`src/rtl/regfile_write_decoder32_pkg.sv`:
```
// Shared register-file constants, MIPS register names and the one-hot decode helper.
// Pure declarations: no latency, no flow control.
// Imported by the write decoder and the register-file top.
package regfile_write_decoder32_pkg;

    localparam int REG_ADDR_W = 5;
    localparam int REG_W      = 32;
    localparam int NUM_REGS   = 32;

    localparam logic [REG_ADDR_W-1:0] REG_ZERO = 5'd0;
    localparam logic [REG_ADDR_W-1:0] REG_AT   = 5'd1;
    localparam logic [REG_ADDR_W-1:0] REG_V0   = 5'd2;
    localparam logic [REG_ADDR_W-1:0] REG_A0   = 5'd4;
    localparam logic [REG_ADDR_W-1:0] REG_T0   = 5'd8;
    localparam logic [REG_ADDR_W-1:0] REG_S0   = 5'd16;
    localparam logic [REG_ADDR_W-1:0] REG_GP   = 5'd28;
    localparam logic [REG_ADDR_W-1:0] REG_SP   = 5'd29;
    localparam logic [REG_ADDR_W-1:0] REG_FP   = 5'd30;
    localparam logic [REG_ADDR_W-1:0] REG_RA   = 5'd31;

    function automatic logic [NUM_REGS-1:0] onehot_addr(input logic [REG_ADDR_W-1:0] a);
        onehot_addr = {{(NUM_REGS-1){1'b0}}, 1'b1} << a;
    endfunction

endpackage

```
`src/rtl/regfile_write_decoder32_dec.sv`:
```
// 5-to-32 one-hot write-enable decoder; dual of the 32-to-1 read mux.
// Combinational, zero latency.
// No flow control: output is all-zero whenever en is low.
module decoder5to32
    import regfile_write_decoder32_pkg::*;
(
    input  logic                  en,
    input  logic [REG_ADDR_W-1:0] a,
    output logic [NUM_REGS-1:0]   y
);

    always_comb begin
        y = '0;
        if (en) begin
            y = onehot_addr(a);
        end
    end

endmodule

```
`src/rtl/regfile_write_decoder32.sv`:
```
// Write side of the MIPS 32x32 register file with commit strobe and commit counter.
// Latency 1: a committed write is visible on q[wa] after the clock edge.
// No backpressure: one write accepted per cycle; reset discards a concurrent write.
module regfile_write_decoder32
    import regfile_write_decoder32_pkg::*;
#(
    parameter int WIDTH     = REG_W,
    parameter bit ZERO_HARD = 1'b1
) (
    input  logic                  clk,
    input  logic                  reset,
    input  logic                  we,
    input  logic [REG_ADDR_W-1:0] wa,
    input  logic [WIDTH-1:0]      wd,
    output logic                  wr_done,
    output logic [15:0]           wr_count,
    output logic [WIDTH-1:0]      q0,
    output logic [WIDTH-1:0]      q1,
    output logic [WIDTH-1:0]      q2,
    output logic [WIDTH-1:0]      q3,
    output logic [WIDTH-1:0]      q4,
    output logic [WIDTH-1:0]      q5,
    output logic [WIDTH-1:0]      q6,
    output logic [WIDTH-1:0]      q7,
    output logic [WIDTH-1:0]      q8,
    output logic [WIDTH-1:0]      q9,
    output logic [WIDTH-1:0]      q10,
    output logic [WIDTH-1:0]      q11,
    output logic [WIDTH-1:0]      q12,
    output logic [WIDTH-1:0]      q13,
    output logic [WIDTH-1:0]      q14,
    output logic [WIDTH-1:0]      q15,
    output logic [WIDTH-1:0]      q16,
    output logic [WIDTH-1:0]      q17,
    output logic [WIDTH-1:0]      q18,
    output logic [WIDTH-1:0]      q19,
    output logic [WIDTH-1:0]      q20,
    output logic [WIDTH-1:0]      q21,
    output logic [WIDTH-1:0]      q22,
    output logic [WIDTH-1:0]      q23,
    output logic [WIDTH-1:0]      q24,
    output logic [WIDTH-1:0]      q25,
    output logic [WIDTH-1:0]      q26,
    output logic [WIDTH-1:0]      q27,
    output logic [WIDTH-1:0]      q28,
    output logic [WIDTH-1:0]      q29,
    output logic [WIDTH-1:0]      q30,
    output logic [WIDTH-1:0]      q31
);

    logic [NUM_REGS-1:0] w_dec;
    logic [NUM_REGS-1:0] w_en;
    logic                w_commit;
    logic [WIDTH-1:0]    r_q [NUM_REGS];
    logic                r_done;
    logic [15:0]         r_count;

    decoder5to32 u_dec (
        .en (we),
        .a  (wa),
        .y  (w_dec)
    );

    // A write to $zero is masked here so it never counts as a commit.
    assign w_en[0]            = w_dec[0] & ~ZERO_HARD;
    assign w_en[NUM_REGS-1:1] = w_dec[NUM_REGS-1:1];
    assign w_commit           = |w_en;

    for (genvar i = 0; i < NUM_REGS; i++) begin : g_reg
        always_ff @(posedge clk) begin
            if (reset) begin
                r_q[i] <= '0;
            end else if (w_en[i]) begin
                r_q[i] <= wd;
            end
        end
    end

    always_ff @(posedge clk) begin
        if (reset) begin
            r_done  <= 1'b0;
            r_count <= '0;
        end else begin
            r_done  <= w_commit;
            r_count <= r_count + {15'd0, w_commit};
        end
    end

    assign wr_done  = r_done;
    assign wr_count = r_count;

    assign q0  = r_q[0];
    assign q1  = r_q[1];
    assign q2  = r_q[2];
    assign q3  = r_q[3];
    assign q4  = r_q[4];
    assign q5  = r_q[5];
    assign q6  = r_q[6];
    assign q7  = r_q[7];
    assign q8  = r_q[8];
    assign q9  = r_q[9];
    assign q10 = r_q[10];
    assign q11 = r_q[11];
    assign q12 = r_q[12];
    assign q13 = r_q[13];
    assign q14 = r_q[14];
    assign q15 = r_q[15];
    assign q16 = r_q[16];
    assign q17 = r_q[17];
    assign q18 = r_q[18];
    assign q19 = r_q[19];
    assign q20 = r_q[20];
    assign q21 = r_q[21];
    assign q22 = r_q[22];
    assign q23 = r_q[23];
    assign q24 = r_q[24];
    assign q25 = r_q[25];
    assign q26 = r_q[26];
    assign q27 = r_q[27];
    assign q28 = r_q[28];
    assign q29 = r_q[29];
    assign q30 = r_q[30];
    assign q31 = r_q[31];

endmodule

```
`config.mk`:
```
export PLATFORM = sky130hd
export DESIGN_NAME = regfile_write_decoder32
export DESIGN_NICKNAME = d
export VERILOG_FILES = /design/src/rtl/regfile_write_decoder32_pkg.sv /design/src/rtl/regfile_write_decoder32_dec.sv /design/src/rtl/regfile_write_decoder32.sv
export SDC_FILE = /design/constraint.sdc
export NUM_CORES = 1
export LEC_CHECK = 0
export BUFFER_PORTS_ARGS = -buffer_cell sky130_fd_sc_hd__buf_4
export CAP_MARGIN = 15
export CORE_AREA = 3 3 416 418
export DETAILED_ROUTE_END_ITERATION = 10
export DIE_AREA = 0 0 419 421
export GPL_ROUTABILITY_DRIVEN = 0
export PLACE_DENSITY = 0.4
export SYNTH_ARGS = -nofsm -noshare
export SYNTH_HDL_FRONTEND = slang
export SYNTH_SLANG_ARGS = --single-unit
```
`constraint.sdc`:
```
create_clock -name clk -period 9 [get_ports clk]
set_clock_uncertainty 0.2 [all_clocks]
set_input_delay 1.8 -clock clk [delete_from_list [all_inputs] [get_ports clk]]
set_output_delay 1.8 -clock clk [all_outputs]
set_load 0.02 [all_outputs]
```
==> impl_metrics.csv <==
group,metric,value,unit
global_routing,grt_max_degree,69,
critical_path,r2r-end,"wr_count[15]",
global_routing,grt_pass1_vias,23850,
critical_path,critPathTopFamily,"buffers and inverters",
clock_tree,cts_sinks,1009,
sta,relSlewSlack,0.2420,
clock_tree,tritoncts,"done",
sta,setup_viol,0,
critical_path,rr_worst_depth,5,
flow_run,cap_violations,0,
worst_hold_path,min_path_type,"register to register",
critical_path,cpMostUsedCell,"buf_4",
synth,ys_seq_elements,1009,
synth,synth_xor_area_frac,0.002810,
die,die_w,419,um
synth,synth_cells,2492,
critical_path,rrSetupSlack,7.15,ns
clock_tree,post_cts_resized,0,
synth,synth-simple-area-share,0.1572,
synth,yosysUniqueCellTypes,34,
drt,drtPass1Iterations,5,
critical_path,cp-start-kind,"primary input",
die,start_util,0.2207,
drt,wl_per_cell,31.57,um
worst_hold_path,min-delay-start,"wr_count[15]",
synth,synth.area.mux_share,0,
die,core_area,169500,um2
final_layout,num-nets-final,3565,
placement,placed_area,48000,um2
drt,routed_wl,184.5,mm
drt,viasPerCell,4.236,
clock_tree,cts.clk_slew.worst_paths,0.06,ns
clock_tree,cts_buffers,117,
synth,avgSynthCellArea,15.01,um2
sta,slew_violations,0,
critical_path,crit_chain,"buf_4, nor2b_1, nand2_4, buf_4, buf_4, nor2_1",
worst_hold_path,holdPathEnd,"wr_count[15]",
global_routing,track_usage,0.2033,
sta,setup_tns,0,ns
synth,syn-cell-area,37410,um2
critical_path,max_stage_delay,0.65,ns
clock_tree,cts_buffer_depth,3,
sta,fmax,224.9,MHz
sta,finalCriticalPeriod,4.446,ns
final_layout,final_common_cell,"buf_4",
die,rows,151,
die,fp.dieH,421,um
global_routing,grt_pass1_wl,239.5,mm
synth,synth_compound_area_frac,0.007225,
critical_path,cp_max_fo,61,
power_and_ir_drop,vdd_drop_max,0.1465,mV
die,die_area,176400,um2
power_and_ir_drop,power_per_cell_area,222.5,nW/um2
sta,hold_viol,0,
clock_tree,clk_latency,0.73,ns
final_layout,final_cell_mix,"buf_4, edfxtp_1, nor2_1, and2_1, nand2_1",
global_routing,grt_overflow,0,
critical_path,cp_data_arrival_time,4.72,ns
drt,via_count,24760,
sta,rsz0062_at_grt,"false",
critical_path,cpMaxStageDelayCell,"buf_4",
critical_path,r2r_start,"wr_count[0]",
final_layout,area_delta_synth_final,38.29,%
drt,detail-route-antenna-nets,0,
synth,synth_fa_ha_area_frac,0.0006690,
clock_tree,cts_root_buf,"clkbuf_16",
critical_path,cp_num_buf_inv,3,
clock_tree,cts_setup_buffers,0,
critical_path,cp-end-kind,"register",
placement,dpl.hpwl,123.7,mm
synth,ys_seq_area_frac,0.8055,
clock_tree,htreeDepth,3,
sta,fin_crit_sh,0.4940,
die,pin_count,1081,
worst_hold_path,hold_depth,2,
clock_tree,ctsHoldBuffers,0,
status,status,"finished clean",
power_and_ir_drop,leakagePower,19.21,nW
drt,drt_iter0_drc,2275,
final_layout,design_area,51730,um2
critical_path,path_class,"primary input to register",
final_layout,drive_above_1_share,0.3630,
synth,yosysWarnings,0,
global_routing,antenna_found_initial,33,
synth,synth_top_family_by_area,"simple AND/OR/NAND/NOR gates",
sta,max_slew.worst_pin.slew,1.134,ns
critical_path,required,9.27,ns
drt,remaining_drc_errors,0,
placement,portBuffers,1048,
[power breakdown]
part	internal, W	total, W	switching, W	leakage (nW)
Combinational	0.000366	0.00130	0.000933	7.82
Clock	0.00267	0.00471	0.00203	1.80
Sequential	0.00541	0.00550	0.0000904	9.59
[cell families after synthesis]
logic type               after synthesis
flip-flops                          1009
AO/OA/AOI/OAI                         36
other                                  1
buffers and inverters                223
adder cells (fa/ha/maj)                2
AND/OR/NAND/NOR                     1209
XOR/XNOR                              12
[sequential cells by signal (all words and copies together) (netlist names)]
name,flops
wr_done,1
wr_count,16
r_q,992
[worst reg2reg max path: cells and delay by family, from the launching register on]
kind,cells,cell delay (ns)
fa+ha+maj,1,0.20
flops,1,0.33
simple gates,3,0.92
compound gates,1,0.15
[stage by stage]
| step | total power, W | std cells | worst slack [ns] | util | hold WS (ns) |
|---|---|---|---|---|---|
| after global routing | 0.01185 | 5840 | 4.402 | 0.3052 | 0.3165 |
| after floorplan | 0.006124 | 2523 | 4.549 | - | 0.3511 |
| final | 0.01151 | 5845 | 4.554 | 0.3052 | 0.2909 |
| after CTS | 0.01166 | 5838 | 4.598 | 0.3051 | 0.2917 |
| after global placement | 0.006938 | 5622 | 3.805 | 0.2832 | 0.2626 |
| after detailed placement | 0.006936 | 5622 | 3.749 | 0.2832 | 0.2836 |
[worst max path at each step]
| stage | cells after the start | slack, ns | to | startpoint |
|---|---|---|---|---|
| 3_3_place_gp | 6 | 3.80 | r_q[0][265] | reset |
| 6_report | 6 | 4.55 | r_q[0][264] | reset |
| 3_5_place_dp | 6 | 3.75 | r_q[0][264] | reset |
| 5_1_grt | 6 | 4.40 | r_q[0][274] | reset |
| 2_1_floorplan | 3 | 4.55 | r_q[1][32] | wa[1] |
| 4_1_cts | 6 | 4.60 | r_q[0][274] | reset |
[final cells by class]
cell class	count	area, um2
tap	2218	2775
fill	17190	117700
inverter	1	3.754
clock buffer	146	3079
sequential	1009	30130
timing repair buffer	1103	8280
multi-input combinational	1291	6814
antenna	7	17.52
clock inverter	70	628.1
[synth_stat cells (all sizes together)]
cell,count,area share
xor2,5,0.0012
inv,1,0.00010
edfxtp,992,0.80
and2,482,0.081
buf,70,0.011
ha,2,0.00067
a21o,4,0.00080
nand4,5,0.00084
o21bai,24,0.0048
o31ai,1,0.00020
clkbuf,152,0.015
xnor2,7,0.0016
nand2b,4,0.00067
nor4,1,0.00017
o21a,1,0.00020
nor2,537,0.054
and3,2,0.00033
and4,1,0.00023
or2,2,0.00033
nand2,141,0.014
dfxtp,17,0.0091
and2b,1,0.00020
conb,1,0.00010
or4,1,0.00020
nor2b,8,0.0013
nand3,13,0.0017
a31o,4,0.00094
nor3,11,0.0024
a21oi,2,0.00027
[per-layer routing]
layer / share of wire / vias up / global-route usage
met5: 0.00015 / - / 0
met2: 0.53 / 1171 / 0.3688
met1: 0.36 / 12810 / 0.2301
li1: - / 10550 / -
met4: 0.031 / 4 / 0.06870
met3: 0.082 / 220 / 0.05148
(Power assumes the default switching activity.)
